[config.mk]
export PLATFORM = sky130hd
export DESIGN_NAME = cic_pool_flatten
export DESIGN_NICKNAME = d
export VERILOG_FILES = /design/src/rtl/cic_pkg.sv /design/src/rtl/cic_smax.sv /design/src/rtl/cic_pool_flatten.sv
export SDC_FILE = /design/constraint.sdc
export NUM_CORES = 1
export LEC_CHECK = 0
export CELL_PAD_IN_SITES_DETAIL_PLACEMENT = 0
export CELL_PAD_IN_SITES_GLOBAL_PLACEMENT = 2
export CORE_MARGIN = 2
export CORE_UTILIZATION = 35
export CTS_CLUSTER_DIAMETER = 40
export DETAILED_ROUTE_END_ITERATION = 10
export DONT_BUFFER_PORTS = 1
export PLACE_DENSITY_LB_ADDON = 0.1
export SLEW_MARGIN = 20
export SYNTH_ARGS = -nofsm -noshare
export SYNTH_HDL_FRONTEND = slang
export SYNTH_HIERARCHICAL = 1
export SYNTH_SLANG_ARGS = --single-unit
[constraint.sdc]
create_clock -name clk -period 3.15 [get_ports clk]
set_input_delay 0.63 -clock clk [delete_from_list [all_inputs] [get_ports clk]]
set_output_delay 0.63 -clock clk [all_outputs]
set_load 0.05 [all_outputs]
[src/rtl/cic_pkg.sv]
// Shared constants for the CIC pooling/flatten stage: memory selects, geometry,
// data widths and the pooling FSM state encoding.
package cic_pkg;

  localparam int IMG_W  = 64;
  localparam int POOL_W = 32;
  localparam int DW     = 20;
  localparam int AW     = 12;

  localparam logic [2:0] NSEL = 3'b000;
  localparam logic [2:0] L0K0 = 3'b001;
  localparam logic [2:0] L0K1 = 3'b010;
  localparam logic [2:0] L1K0 = 3'b011;
  localparam logic [2:0] L1K1 = 3'b100;
  localparam logic [2:0] L2F  = 3'b101;

  typedef enum logic [3:0] {
    S_IDLE,
    S_RD0,
    S_RD1,
    S_RD2,
    S_RD3,
    S_CMP,
    S_WL1,
    S_WL2,
    S_DONE
  } state_t;

endpackage

[src/rtl/cic_smax.sv]
// Combinational signed two-input max; on a tie the 'a' operand (earlier sample) wins.
module cic_smax #(
  parameter int DW = 20
) (
  input  logic [DW-1:0] a,
  input  logic [DW-1:0] b,
  output logic [DW-1:0] y
);

  assign y = ($signed(b) > $signed(a)) ? b : a;

endmodule

[src/rtl/cic_pool_flatten.sv]
// 2x2 stride-2 max-pool of both Layer 0 maps into Layer 1, with the interleaved
// Layer 2 flatten write enabled by defining CIC_POOL_FLATTEN_EN.
module cic_pool_flatten
  import cic_pkg::*;
#(
  parameter int IMG_W = cic_pkg::IMG_W,
  parameter int DW    = cic_pkg::DW,
  parameter int AW    = cic_pkg::AW
) (
  input  logic          clk,
  input  logic          reset,
  input  logic          start,
  output logic          busy,
  output logic          done,
  output logic          crd,
  output logic [AW-1:0] caddr_rd,
  input  logic [DW-1:0] cdata_rd,
  output logic          cwr,
  output logic [AW-1:0] caddr_wr,
  output logic [DW-1:0] cdata_wr,
  output logic [2:0]    csel
);

  localparam int PW = IMG_W / 2;
  localparam int CB = $clog2(PW);
  localparam logic [CB-1:0] LAST = CB'(PW - 1);

  state_t          state, state_nx;
  logic            kern;
  logic [CB-1:0]   row, col;
  logic [DW-1:0]   max_q, max_nx;
  logic [AW-1:0]   base_addr, rd_addr;
  logic            win_end, last_win;

  // With power-of-two IMG_W, 2r*IMG_W + 2c is just a bit concatenation.
  assign base_addr = AW'({row, 1'b0, col, 1'b0});

  always_comb begin
    rd_addr = base_addr;
    case (state)
      S_RD1:   rd_addr = base_addr + AW'(1);
      S_RD2:   rd_addr = base_addr + AW'(IMG_W);
      S_RD3:   rd_addr = base_addr + AW'(IMG_W + 1);
      default: rd_addr = base_addr;
    endcase
  end

  cic_smax #(.DW(DW)) u_smax (
    .a(max_q),
    .b(cdata_rd),
    .y(max_nx)
  );

`ifdef CIC_POOL_FLATTEN_EN
  assign win_end = (state == S_WL2);
`else
  assign win_end = (state == S_WL1);
`endif
  assign last_win = kern && (row == LAST) && (col == LAST);

  always_comb begin
    state_nx = state;
    case (state)
      S_IDLE:  if (start) state_nx = S_RD0;
      S_RD0:   state_nx = S_RD1;
      S_RD1:   state_nx = S_RD2;
      S_RD2:   state_nx = S_RD3;
      S_RD3:   state_nx = S_CMP;
      S_CMP:   state_nx = S_WL1;
`ifdef CIC_POOL_FLATTEN_EN
      S_WL1:   state_nx = S_WL2;
      S_WL2:   state_nx = last_win ? S_DONE : S_RD0;
`else
      S_WL1:   state_nx = last_win ? S_DONE : S_RD0;
`endif
      S_DONE:  state_nx = S_IDLE;
      default: state_nx = S_IDLE;
    endcase
  end

  // Each read's data lands one edge later, so RD1 seeds the max and RD2..CMP fold in.
  always_ff @(posedge clk) begin
    if (reset) begin
      state <= S_IDLE;
      kern  <= 1'b0;
      row   <= '0;
      col   <= '0;
      max_q <= '0;
    end else begin
      state <= state_nx;
      case (state)
        S_IDLE: if (start) begin
          kern <= 1'b0;
          row  <= '0;
          col  <= '0;
        end
        S_RD1:               max_q <= cdata_rd;
        S_RD2, S_RD3, S_CMP: max_q <= max_nx;
        default: ;
      endcase
      if (win_end) begin
        col <= col + 1'b1;
        if (col == LAST) begin
          row <= row + 1'b1;
          if (row == LAST) kern <= ~kern;
        end
      end
    end
  end

  assign busy     = (state != S_IDLE) && (state != S_DONE);
  assign done     = (state == S_DONE);
  assign crd      = (state == S_RD0) || (state == S_RD1) || (state == S_RD2) || (state == S_RD3);
  assign caddr_rd = crd ? rd_addr : '0;
  assign cwr      = (state == S_WL1) || (state == S_WL2);

  always_comb begin
    csel     = NSEL;
    caddr_wr = '0;
    cdata_wr = '0;
    case (state)
      S_RD0, S_RD1, S_RD2, S_RD3: csel = kern ? L0K1 : L0K0;
      S_WL1: begin
        csel     = kern ? L1K1 : L1K0;
        caddr_wr = AW'({row, col});
        cdata_wr = max_q;
      end
`ifdef CIC_POOL_FLATTEN_EN
      S_WL2: begin
        csel     = L2F;
        caddr_wr = AW'({row, col, kern});
        cdata_wr = max_q;
      end
`endif
      default: ;
    endcase
  end

endmodule
==> results of run 1 <==
-- state kept, by name, summed over array words and instances (netlist names) --
name	flops
col	5
kern	1
state	4
row	5
max_q	20
-- final timing paths --
check,slack [ps],endpoint,start,cells past startpoint
worst max-delay path,240,max_q[19]$_SDFFE_PP0P_,max_q[19]$_SDFFE_PP0P_,10
worst min-delay path,410,col[1]$_SDFFE_PP0P_,reset,1
worst max register to register,240,max_q[19]$_SDFFE_PP0P_,max_q[19]$_SDFFE_PP0P_,10
worst min register to register,530,row[4]$_SDFF_PP0_,row[4]$_SDFF_PP0_,2
-- cell type report --
type / instances / area, um2
flip-flops and latches: 35 / 701
clock buffers: 6 / 82.6
multi-input cells: 279 / 2330
clock inverters: 1 / 5.00
fillers: 925 / 5520
repair buffers: 27 / 340
inverters: 27 / 101
well taps: 129 / 161
-- power groups by stage --
| stage | combinational, uW | sequential, uW | clock, uW |
|---|---|---|---|
| floorplan | 388 | 490 | 0 |
| global placement | 444 | 504 | 0 |
| detailed placement | 444 | 504 | 0 |
| CTS | 445 | 494 | 362 |
| global route | 486 | 499 | 382 |
| finish | 444 | 494 | 348 |
-- cell usage after synthesis (2+ instances only) --
master	count
sky130_fd_sc_hd__mux2_2	3
sky130_fd_sc_hd__a221o_1	38
sky130_fd_sc_hd__buf_4	5
sky130_fd_sc_hd__and3_1	4
sky130_fd_sc_hd__nor2_1	25
sky130_fd_sc_hd__inv_1	26
sky130_fd_sc_hd__nand2_1	14
sky130_fd_sc_hd__a211oi_1	2
sky130_fd_sc_hd__nand2b_1	8
sky130_fd_sc_hd__o32ai_1	2
sky130_fd_sc_hd__ha_1	24
sky130_fd_sc_hd__o211ai_1	2
sky130_fd_sc_hd__nor3b_1	2
sky130_fd_sc_hd__nand3_1	4
sky130_fd_sc_hd__nor3_1	3
sky130_fd_sc_hd__or3_1	4
sky130_fd_sc_hd__or2_2	2
sky130_fd_sc_hd__mux2i_1	3
sky130_fd_sc_hd__buf_6	6
sky130_fd_sc_hd__a311oi_1	2
sky130_fd_sc_hd__buf_2	11
sky130_fd_sc_hd__a21oi_1	16
sky130_fd_sc_hd__clkbuf_1	6
sky130_fd_sc_hd__and2_1	43
sky130_fd_sc_hd__mux2_4	16
sky130_fd_sc_hd__nor3b_2	20
sky130_fd_sc_hd__nand3b_1	2
sky130_fd_sc_hd__o221ai_1	2
sky130_fd_sc_hd__dfxtp_1	35
sky130_fd_sc_hd__o21ai_0	8
sky130_fd_sc_hd__nand4_1	6
-- routing by layer --
| layer | part of all wire, % | GRT usage [%] | up-vias | wire length [um] |
|---|---|---|---|---|
| li1 | - | - | 1368 | - |
| met1 | 46 | 22.5 | 1320 | 3980 |
| met2 | 49 | 29.6 | 75 | 4280 |
| met3 | 5.1 | 3.38 | 2 | 441 |
| met4 | 0.36 | 2.91 | 0 | 31 |
| met5 | 0 | 0 | - | 0 |
-- placed cells by master, fill, tap and decap left out, drive strengths merged, types with 2 or more instances in the layout --
cell / n
mux2i: 3
inv: 26
and3: 4
nor4: 2
a211oi: 2
a221o: 38
buf: 27
or3: 4
mux2: 19
o211ai: 2
a21oi: 17
and2: 43
o21ai: 9
nand4: 7
ha: 24
o32ai: 2
a311oi: 2
nor3: 3
clkinv: 2
a41oi: 2
o221ai: 2
nor3b: 22
nand2: 14
nand3b: 2
nor2: 25
or2: 2
nand2b: 8
dfxtp: 35
clkbuf: 6
conb: 2
nand3: 4
-- worst reg2reg max path, delay by kind of cell, from the launching register on --
| kind | cells | cell delay, ps |
|---|---|---|
| buf+inv | 2 | 270 |
| mux | 1 | 350 |
| simple gates | 1 | 260 |
| flops | 1 | 390 |
| compound gates | 5 | 1130 |
| fa+ha+maj | 1 | 400 |
-- kinds of logic after synthesis --
group | synth area share (%)
buffers and inverters | 9.61
multiplexers | 9.16
XOR/XNOR | 0.264
AND/OR/NAND/NOR | 29.6
flip-flops | 21.1
AO/OA/AOI/OAI | 21.1
adder cells (fa/ha/maj) | 9.05
other | 0.113
-- repair_timing --
action,in CTS,in global routing
gates resized for setup,0,2
hold endpoints to repair,0,0
setup endpoints to repair,0,18
-- through the flow --
step	hold slack (ps)	worst slack [ps]
2_1_floorplan	471	161
3_3_place_gp	517	-112
3_5_place_dp	517	-139
4_1_cts	394	16.8
5_1_grt	392	7.00
6_report	411	245
==> impl_metrics.yaml, run 1 <==
timing:
  final_setup_violation_count: 0
  worst-slew-pin-transition_ps: 833
  fmaxAchievable_mhz: 344
  setup_tns_ps: 0
  final_hold_violation_count: 0
  worst_clock_skew_ps: 7.28
  final_min_period_over_clock_period_pct: 92.2
  timing.final.crit_period_ps: 2910
  timing_max_transition_violations_final: 0
  setup_repair_after_global_routing_missed_its_margin: "false"
  slew-limit-headroom_pct: 44.2
floorplanning:
  floorplan.die.height_um: 101
  boundaryPins: 74
  initial_utilization_pct: 35.9
  row_count: 35
  floorplan.die.width_um: 101
  design.die.area_um2: 10300
  core_box_area_um2: 9240
hold_path:
  min-delay-path-class: "input port to flip-flop"
worst_setup_path:
  timing.critical_path.fanout_max: 14
  critPathArrivalTime_ps: 3080
  critPathLaunchType: "flip-flop"
  critical-path-slowest-cell: "sky130_fd_sc_hd__ha_1"
  cp_cell_instances: "inv_1, ha_1, a21oi_1, o21ai_0, a221oi_2, and2_1, buf_12, mux2_2, a221o_1, a221o_1"
  worstSetupPathType: "flip-flop to flip-flop"
  timing.critical_path.slowest_cell_delay_ps: 400
  cell_class_contributing_the_biggest_share_of_worst_path_delay: "compound AO/OA/AOI/OAI gates"
  cp.buffers_inverters: 2
  setup.worst_path.end_class: "flip-flop"
  timing.critical_path.mode_cell: "sky130_fd_sc_hd__a221o_1"
  timing.critical_path.required_ps: 3320
clock_network:
  numCtsBuffers: 5
  clock_insertion_delay_at_the_later_pin_of_the_skew_report_ps: 290
  clock_tree.buffer_depth: 2
  cts_hold_buffers: 0
  clockRootBuffer: "sky130_fd_sc_hd__clkbuf_8"
  cts_sinks: 35
  cts.reportedPaths.clkPinSlew_ps: 80
  clock_tree.htree_level_count: 2
  cts_tree: "built"
  cts_setup_buffers: 0
cells_and_area:
  final_design_area_no_fill_um2: 3720
  drive_above_1_share_pct: 23.2
  antennaDiodeCount: 0
  fin_nets: 422
  finish.utilization_pct: 40.2
  fin_cells: 504
  synthesis_to_layout_area_growth_pct: 12.0
run_status:
  run_status: "finished clean"
synthesis:
  number_of_distinct_standard_cells_referenced_by_the_synthesized_netlist: 57
  synth_cells: 370
  yosysSeqAreaShare_pct: 21.1
  yosys_warnings: 6
  syn-cell-area_um2: 3320
  synth_area_per_cell_um2: 8.97
  yosys_register_bits: 35
  synth_enable_flop_cells: 0
  synth_ff_type: "sky130_fd_sc_hd__dfxtp_1"
  post-synth-top-area-cell: "sky130_fd_sc_hd__dfxtp_1"
  async_flop_share_pct: 0
  synth_top_area_share_pct: 21.1
  synth_area_leaders: "sky130_fd_sc_hd__dfxtp_1 21%, sky130_fd_sc_hd__a221o_1 11%, sky130_fd_sc_hd__ha_1 9.0%"
drt:
  dr.first_iter.drc_count: 136
  dr.pass1.iters: 4
  detail_route.vias_per_cell: 5.49
  routed-via-count: 2765
  wirelength_um: 8730
  postRouteAntennaNets: 0
  routedWlPerCell_um: 17.3
  drc: 0
flow_run:
  drv.max_cap_violation_count: 0
power_and_ir_drop:
  net-switching-power_uw: 445
  worst_ir_drop_vdd_mv: 0.198
  leakage_uw: 0.00139
  cell_internal_pwr_uw: 842
  switching_part_of_the_total_pct: 34.6
  power.sequential.fraction_pct: 38.4
  p_clk_share_pct: 27.1
  power-per-cell-area_nw_per_um2: 346
  design_power_total_uw: 1290
  p_comb_share_pct: 34.5
grt:
  grtUsageTotal_pct: 17.2
  pin_count_of_the_biggest_net_entering_global_routing: 42
  grt_remaining_overflow: 0
  vias_in_the_first_global_route: 2669
  antenna_found_initial: 0
  grt_first_pass_wirelength_um: 14100
placed_design:
  routabilityCongestion: 0.796
  dp_cells: 497
  dp_hpwl_um: 5960
  place.port_buffers: 0
  postPlaceCellArea_um2: 3620
Power figures use the tool's default switching activity.
==> run 2, diff against run 1 <==
MAX_ROUTING_LAYER = met4   (was default)
==> run 2 against run 1 <==
Non-clock buffer count unchanged. Flip-flop and latch count unchanged. Clock skew is 0.93 ps higher. Largest cell class unchanged. Largest power group unchanged.
==> impl_metrics.yaml, run 2 (synthesis results as in run 1) <==
run_status:
  run_status: "finished clean"
power_and_ir_drop:
  leakage_uw: 0.00139
  worst_ir_drop_vdd_mv: 0.197
  power-per-cell-area_nw_per_um2: 345
  design_power_total_uw: 1280
drt:
  routedWlPerCell_um: 17.2
  routed-via-count: 2744
  drc: 0
  wirelength_um: 8670
  detail_route.vias_per_cell: 5.44
  dr.pass1.iters: 4
  postRouteAntennaNets: 0
  dr.first_iter.drc_count: 145
clock_network:
  cts_tree: "built"
  cts_setup_buffers: 0
  clock_tree.buffer_depth: 2
  numCtsBuffers: 5
  clock_insertion_delay_at_the_later_pin_of_the_skew_report_ps: 290
  clockRootBuffer: "sky130_fd_sc_hd__clkbuf_8"
  cts.reportedPaths.clkPinSlew_ps: 80
  clock_tree.htree_level_count: 2
  cts_sinks: 35
timing:
  final_setup_violation_count: 0
  slew-limit-headroom_pct: 44.2
  timing_max_transition_violations_final: 0
  worst_clock_skew_ps: 8.21
  timing.final.crit_period_ps: 2900
  fmaxAchievable_mhz: 345
  worst-slew-pin-transition_ps: 833
  layout_setup_ws_ps: 248
  final_hold_violation_count: 0
  setup_repair_after_global_routing_missed_its_margin: "false"
  final_min_period_over_clock_period_pct: 92.1
cells_and_area:
  register_with_the_most_flip_flops: "max_q"
  fin_nets: 422
  antennaDiodeCount: 0
  layout_commonest_cell: "sky130_fd_sc_hd__and2_1"
  largestRegisters: "max_q x20, col x5, row x5"
  final_cell_mix: "43 x sky130_fd_sc_hd__and2_1, 38 x sky130_fd_sc_hd__a221o_1, 35 x sky130_fd_sc_hd__dfxtp_1"
  fin_cells: 504
  final_design_area_no_fill_um2: 3720
  largest_register_ff_count: 20
  drive_above_1_share_pct: 23.2
  synthesis_to_layout_area_growth_pct: 12.0
floorplanning:
  row_count: 35
  initial_utilization_pct: 35.9
  floorplan.die.height_um: 101
  boundaryPins: 74
  floorplan.die.width_um: 101
  design.die.area_um2: 10300
  core_box_area_um2: 9240
worst_setup_path:
  critPathArrivalTime_ps: 3070
  worstSetupPathType: "flip-flop to flip-flop"
  critPathLaunchType: "flip-flop"
  timing.critical_path.required_ps: 3320
  timing.critical_path.fanout_max: 4
  setup.worst_path.end_class: "flip-flop"
  r2r.worst_path.cells: 10
grt:
  grt_remaining_overflow: 0
  grtUsageTotal_pct: 17.7
  grt_first_pass_wirelength_um: 14100
  vias_in_the_first_global_route: 2667
  antenna_found_initial: 0
  pin_count_of_the_biggest_net_entering_global_routing: 42
flow_run:
  drv.max_cap_violation_count: 0
placed_design:
  routabilityCongestion: 0.807
  dp_cells: 497
  pre_cts_slack_ps: -139
  dp_hpwl_um: 5960
  place.port_buffers: 0
  postPlaceCellArea_um2: 3620
hold_path:
  min-delay-path-class: "input port to flip-flop"
  whs_path_depth: 1
## run 2: cell counts in the layout (fill, tap and decap cells not counted)
No cell type changed its count.
## run 2: through the flow
step	TNS, ps	hold slack, ps	utilization (%)
global placement	-1830	517	39.1
global route	0	392	40.2
floorplan	0	471	-
detailed placement	-2310	517	39.1
finish	0	413	40.2
CTS	0	394	40.1
## run 2: report_power, final
part / switching, uW / internal (uW) / leakage [uW]
registers: 29.4 / 465 / 0.000284
clock network: 173 / 172 / 0.0000470
logic: 238 / 205 / 0.00106
total: 441 / 842 / 0.00139
## run 2: area by class of cell
class                           count  area [um2]
Clock buffer                        6        82.6
Clock inverter                      1        5.00
Fill cell                         925        5520
Inverter                           27         101
Multi-Input combinational cell    279        2330
Sequential cell                    35         701
Tap cell                          129         161
Timing Repair Buffer               27         340
## run 2: final timing paths
path / start / end / slack (ps)
setup / recovery: max_q[14]$_SDFFE_PP0P_ / max_q[18]$_SDFFE_PP0P_ / 250
hold / removal: reset / col[1]$_SDFFE_PP0P_ / 410
setup reg to reg: max_q[14]$_SDFFE_PP0P_ / max_q[18]$_SDFFE_PP0P_ / 250
hold reg to reg: row[4]$_SDFF_PP0_ / row[4]$_SDFF_PP0_ / 530
## run 2: critical path, cell delays in order, from the launching register on
cell                       delay (ps)
sky130_fd_sc_hd__dfxtp_1          400
sky130_fd_sc_hd__inv_1             80
sky130_fd_sc_hd__ha_1             310
sky130_fd_sc_hd__nand4_1          210
sky130_fd_sc_hd__nor2_1           100
sky130_fd_sc_hd__a221oi_2         270
sky130_fd_sc_hd__and2_1           260
sky130_fd_sc_hd__buf_4            170
sky130_fd_sc_hd__mux2_2           330
sky130_fd_sc_hd__a221o_1          350
sky130_fd_sc_hd__a221o_1          310
## run 2: routing by layer
layer  routed length (um)  track usage (%)
met1                 3870             22.7
met4                   25             2.91
met3                  487             3.31
met5                    0                -
met2                 4290             29.5
## run 2: timing repair
item | CTS | global route
setup endpoints to repair | 0 | 18
hold buffers | 0 | 0
gates resized for setup | 0 | 2
==> run 3, diff against run 2 <==
==> constraint.sdc (replaced) <==
create_clock -name clk -period 3.15 [get_ports clk]
set_input_delay 0.63 -clock clk [delete_from_list [all_inputs] [get_ports clk]]
set_output_delay 0.63 -clock clk [all_outputs]
set_load 0.02 [all_outputs]
==> run 3 against run 2 <==
Flip-flop and latch count is the same. Worst setup slack lost 92 ps. Critical endpoint is now max_q[19]$_SDFFE_PP0P_. Clock power grew 20%. Die area is the same. Sequential share of layout area grew 1.3 points. Clock skew shrank 1.8 ps. Hold slack lost 13 ps. Clock-buffer cell count shrank 1. Combinational power shrank 7.7%. Cell count shrank 3.4%. Cell area shrank 6.3%. First-iteration DRC count shrank 37%.
==> impl_metrics.yaml, run 3 (synthesis results as in run 1) <==
drt:
  wirelength_um: 8640
  postRouteAntennaNets: 0
  routedWlPerCell_um: 17.7
  detail_route.vias_per_cell: 5.54
  routed-via-count: 2697
  dr.first_iter.drc_count: 91
  dr.pass1.iters: 4
  drc: 0
cells_and_area:
  largest_register_ff_count: 20
  synthesis_to_layout_area_growth_pct: 5.01
  fin_nets: 405
  largestRegisters: "max_q x20, col x5, row x5"
  seq_area_um2: 701
  antennaDiodeCount: 0
  register_with_the_most_flip_flops: "max_q"
  multi_input_area_um2: 2320
  drive_above_1_share_pct: 19.0
  fillerInstances: 951
  layout_commonest_cell: "sky130_fd_sc_hd__and2_1"
  final_cell_mix: "43 x sky130_fd_sc_hd__and2_1, 38 x sky130_fd_sc_hd__a221o_1, 35 x sky130_fd_sc_hd__dfxtp_1"
  final_design_area_no_fill_um2: 3490
  finish.utilization_pct: 37.7
power_and_ir_drop:
  net-switching-power_uw: 424
  power-per-cell-area_nw_per_um2: 378
  switching_part_of_the_total_pct: 32.2
  cell_internal_pwr_uw: 892
  leakage_uw: 0.00128
  p_clk_share_pct: 31.5
  p_comb_share_pct: 31.1
  worst_ir_drop_vdd_mv: 0.153
  power.sequential.fraction_pct: 37.5
worst_setup_path:
  crit_path_end: "max_q[19]$_SDFFE_PP0P_"
  timing.rr.start: "max_q[7]$_SDFFE_PP0P_"
  critical-path-slowest-cell: "sky130_fd_sc_hd__dfxtp_1"
  critPathLaunchType: "flip-flop"
  critical_path.startpoint: "max_q[7]$_SDFFE_PP0P_"
  timing.critical_path.required_ps: 3330
  critPathArrivalTime_ps: 3170
  rrSetupSlack_ps: 160
  timing.critical_path.slowest_cell_delay_ps: 380
  worstSetupPathType: "flip-flop to flip-flop"
  setup.worst_path.end_class: "flip-flop"
  cp_cell_instances: "inv_1, ha_1, a21oi_1, o21ai_0, a221oi_1, and2_1, buf_12, mux2_2, a221o_1, a221o_1"
  timing.critical_path.fanout_max: 20
  timing.critical_path.mode_cell: "sky130_fd_sc_hd__a221o_1"
  r2r_end: "max_q[19]$_SDFFE_PP0P_"
  r2r.worst_path.cells: 10
clock_network:
  clock_tree.htree_level_count: 2
  cts.reportedPaths.clkPinSlew_ps: 80
  cts_tree: "built"
  clockRootBuffer: "sky130_fd_sc_hd__clkbuf_8"
  clock_insertion_delay_at_the_later_pin_of_the_skew_report_ps: 290
  clock_tree.buffer_depth: 2
  cts_sinks: 35
  cts_hold_buffers: 0
  numCtsBuffers: 5
floorplanning:
  row_count: 35
  boundaryPins: 74
  floorplan.die.width_um: 101
  floorplan.die.height_um: 101
  initial_utilization_pct: 35.9
  core_box_area_um2: 9240
  design.die.area_um2: 10300
grt:
  grt_remaining_overflow: 0
  pin_count_of_the_biggest_net_entering_global_routing: 42
  vias_in_the_first_global_route: 2634
  grtUsageTotal_pct: 17.6
  grt_first_pass_wirelength_um: 13800
  antenna_found_initial: 0
timing:
  final_min_period_over_clock_period_pct: 95.1
  timing_max_transition_violations_final: 0
  final_setup_violation_count: 0
  worst_clock_skew_ps: 6.46
  setup_tns_ps: 0
  setup_repair_after_global_routing_missed_its_margin: "false"
  worst-slew-pin-transition_ps: 640
  fmaxAchievable_mhz: 334
  timing.final.crit_period_ps: 2990
  final_hold_violation_count: 0
  slew-limit-headroom_pct: 57.0
hold_path:
  whs_path_depth: 1
  min-delay-path-class: "input port to flip-flop"
run_status:
  run_status: "finished clean"
placed_design:
  routabilityCongestion: 0.806
  place.port_buffers: 0
  dp_hpwl_um: 5830
  postPlaceCellArea_um2: 3370
flow_run:
  drv.max_cap_violation_count: 0
## run 3: layer usage
layer  up-vias  wire [um]  GRT usage, %  part of all wire, %
met4         0         68          3.74                 0.79
li1       1331          -             -                    -
met1      1289       3940          21.4                   46
met3         8        416          3.38                  4.8
met2        69       4210          30.4                   49
met5         -          0             -                    0
## run 3: what timing repair did
action,CTS,global route
endpoints found under the setup margin,0,18
endpoints found under the hold margin,0,0
resized for setup,0,1
setup buffers,0,0
## run 3: critical path, delay by kind of cell (launching register included)
kind	cells	cell delay, ps
buffers and inverters	2	290
muxes	1	350
AOI/OAI and AO/OA	5	1260
and+or+nand+nor	1	260
DFF	1	380
adders and majority gates	1	330
## run 3: layout make-up
cell class | instances | share of cell area [%]
clock inverter | 2 | 1.08
multi-input combinational | 279 | 66.4
inverter | 27 | 2.91
timing repair buffer | 10 | 2.87
clock buffer | 5 | 1.97
tap | 129 | 4.63
sequential | 35 | 20.1
## run 3: worst min path at each step
stage / from / slack [ps] / end
finish: reset / 400 / col[1]$_SDFFE_PP0P_
global placement: row[1]$_SDFF_PP0_ / 510 / row[1]$_SDFF_PP0_
CTS: reset / 390 / col[1]$_SDFFE_PP0P_
global route: reset / 380 / col[4]$_SDFFE_PP0P_
floorplan: col[3]$_SDFFE_PP0P_ / 470 / col[3]$_SDFFE_PP0P_
detailed placement: col[3]$_SDFFE_PP0P_ / 520 / col[3]$_SDFFE_PP0P_
## run 3: through the flow
stage               cells  hold WS [ps]  total power, uW  setup slack [ps]
detailed placement    480           519              916              -130
global route          487           377             1400             0.944
floorplan             371           471              855               161
global placement      480           508              913              -106
finish                487           400             1320               155
CTS                   487           385             1340              38.6
## run 3: power by group through the flow
stage / clock network [uW] / registers (uW) / logic (uW)
final: 414 / 493 / 409
after global routing: 449 / 498 / 454
after CTS: 433 / 493 / 414
after detailed placement: 0 / 504 / 412
after global placement: 0 / 503 / 410
after floorplan: 0 / 490 / 365
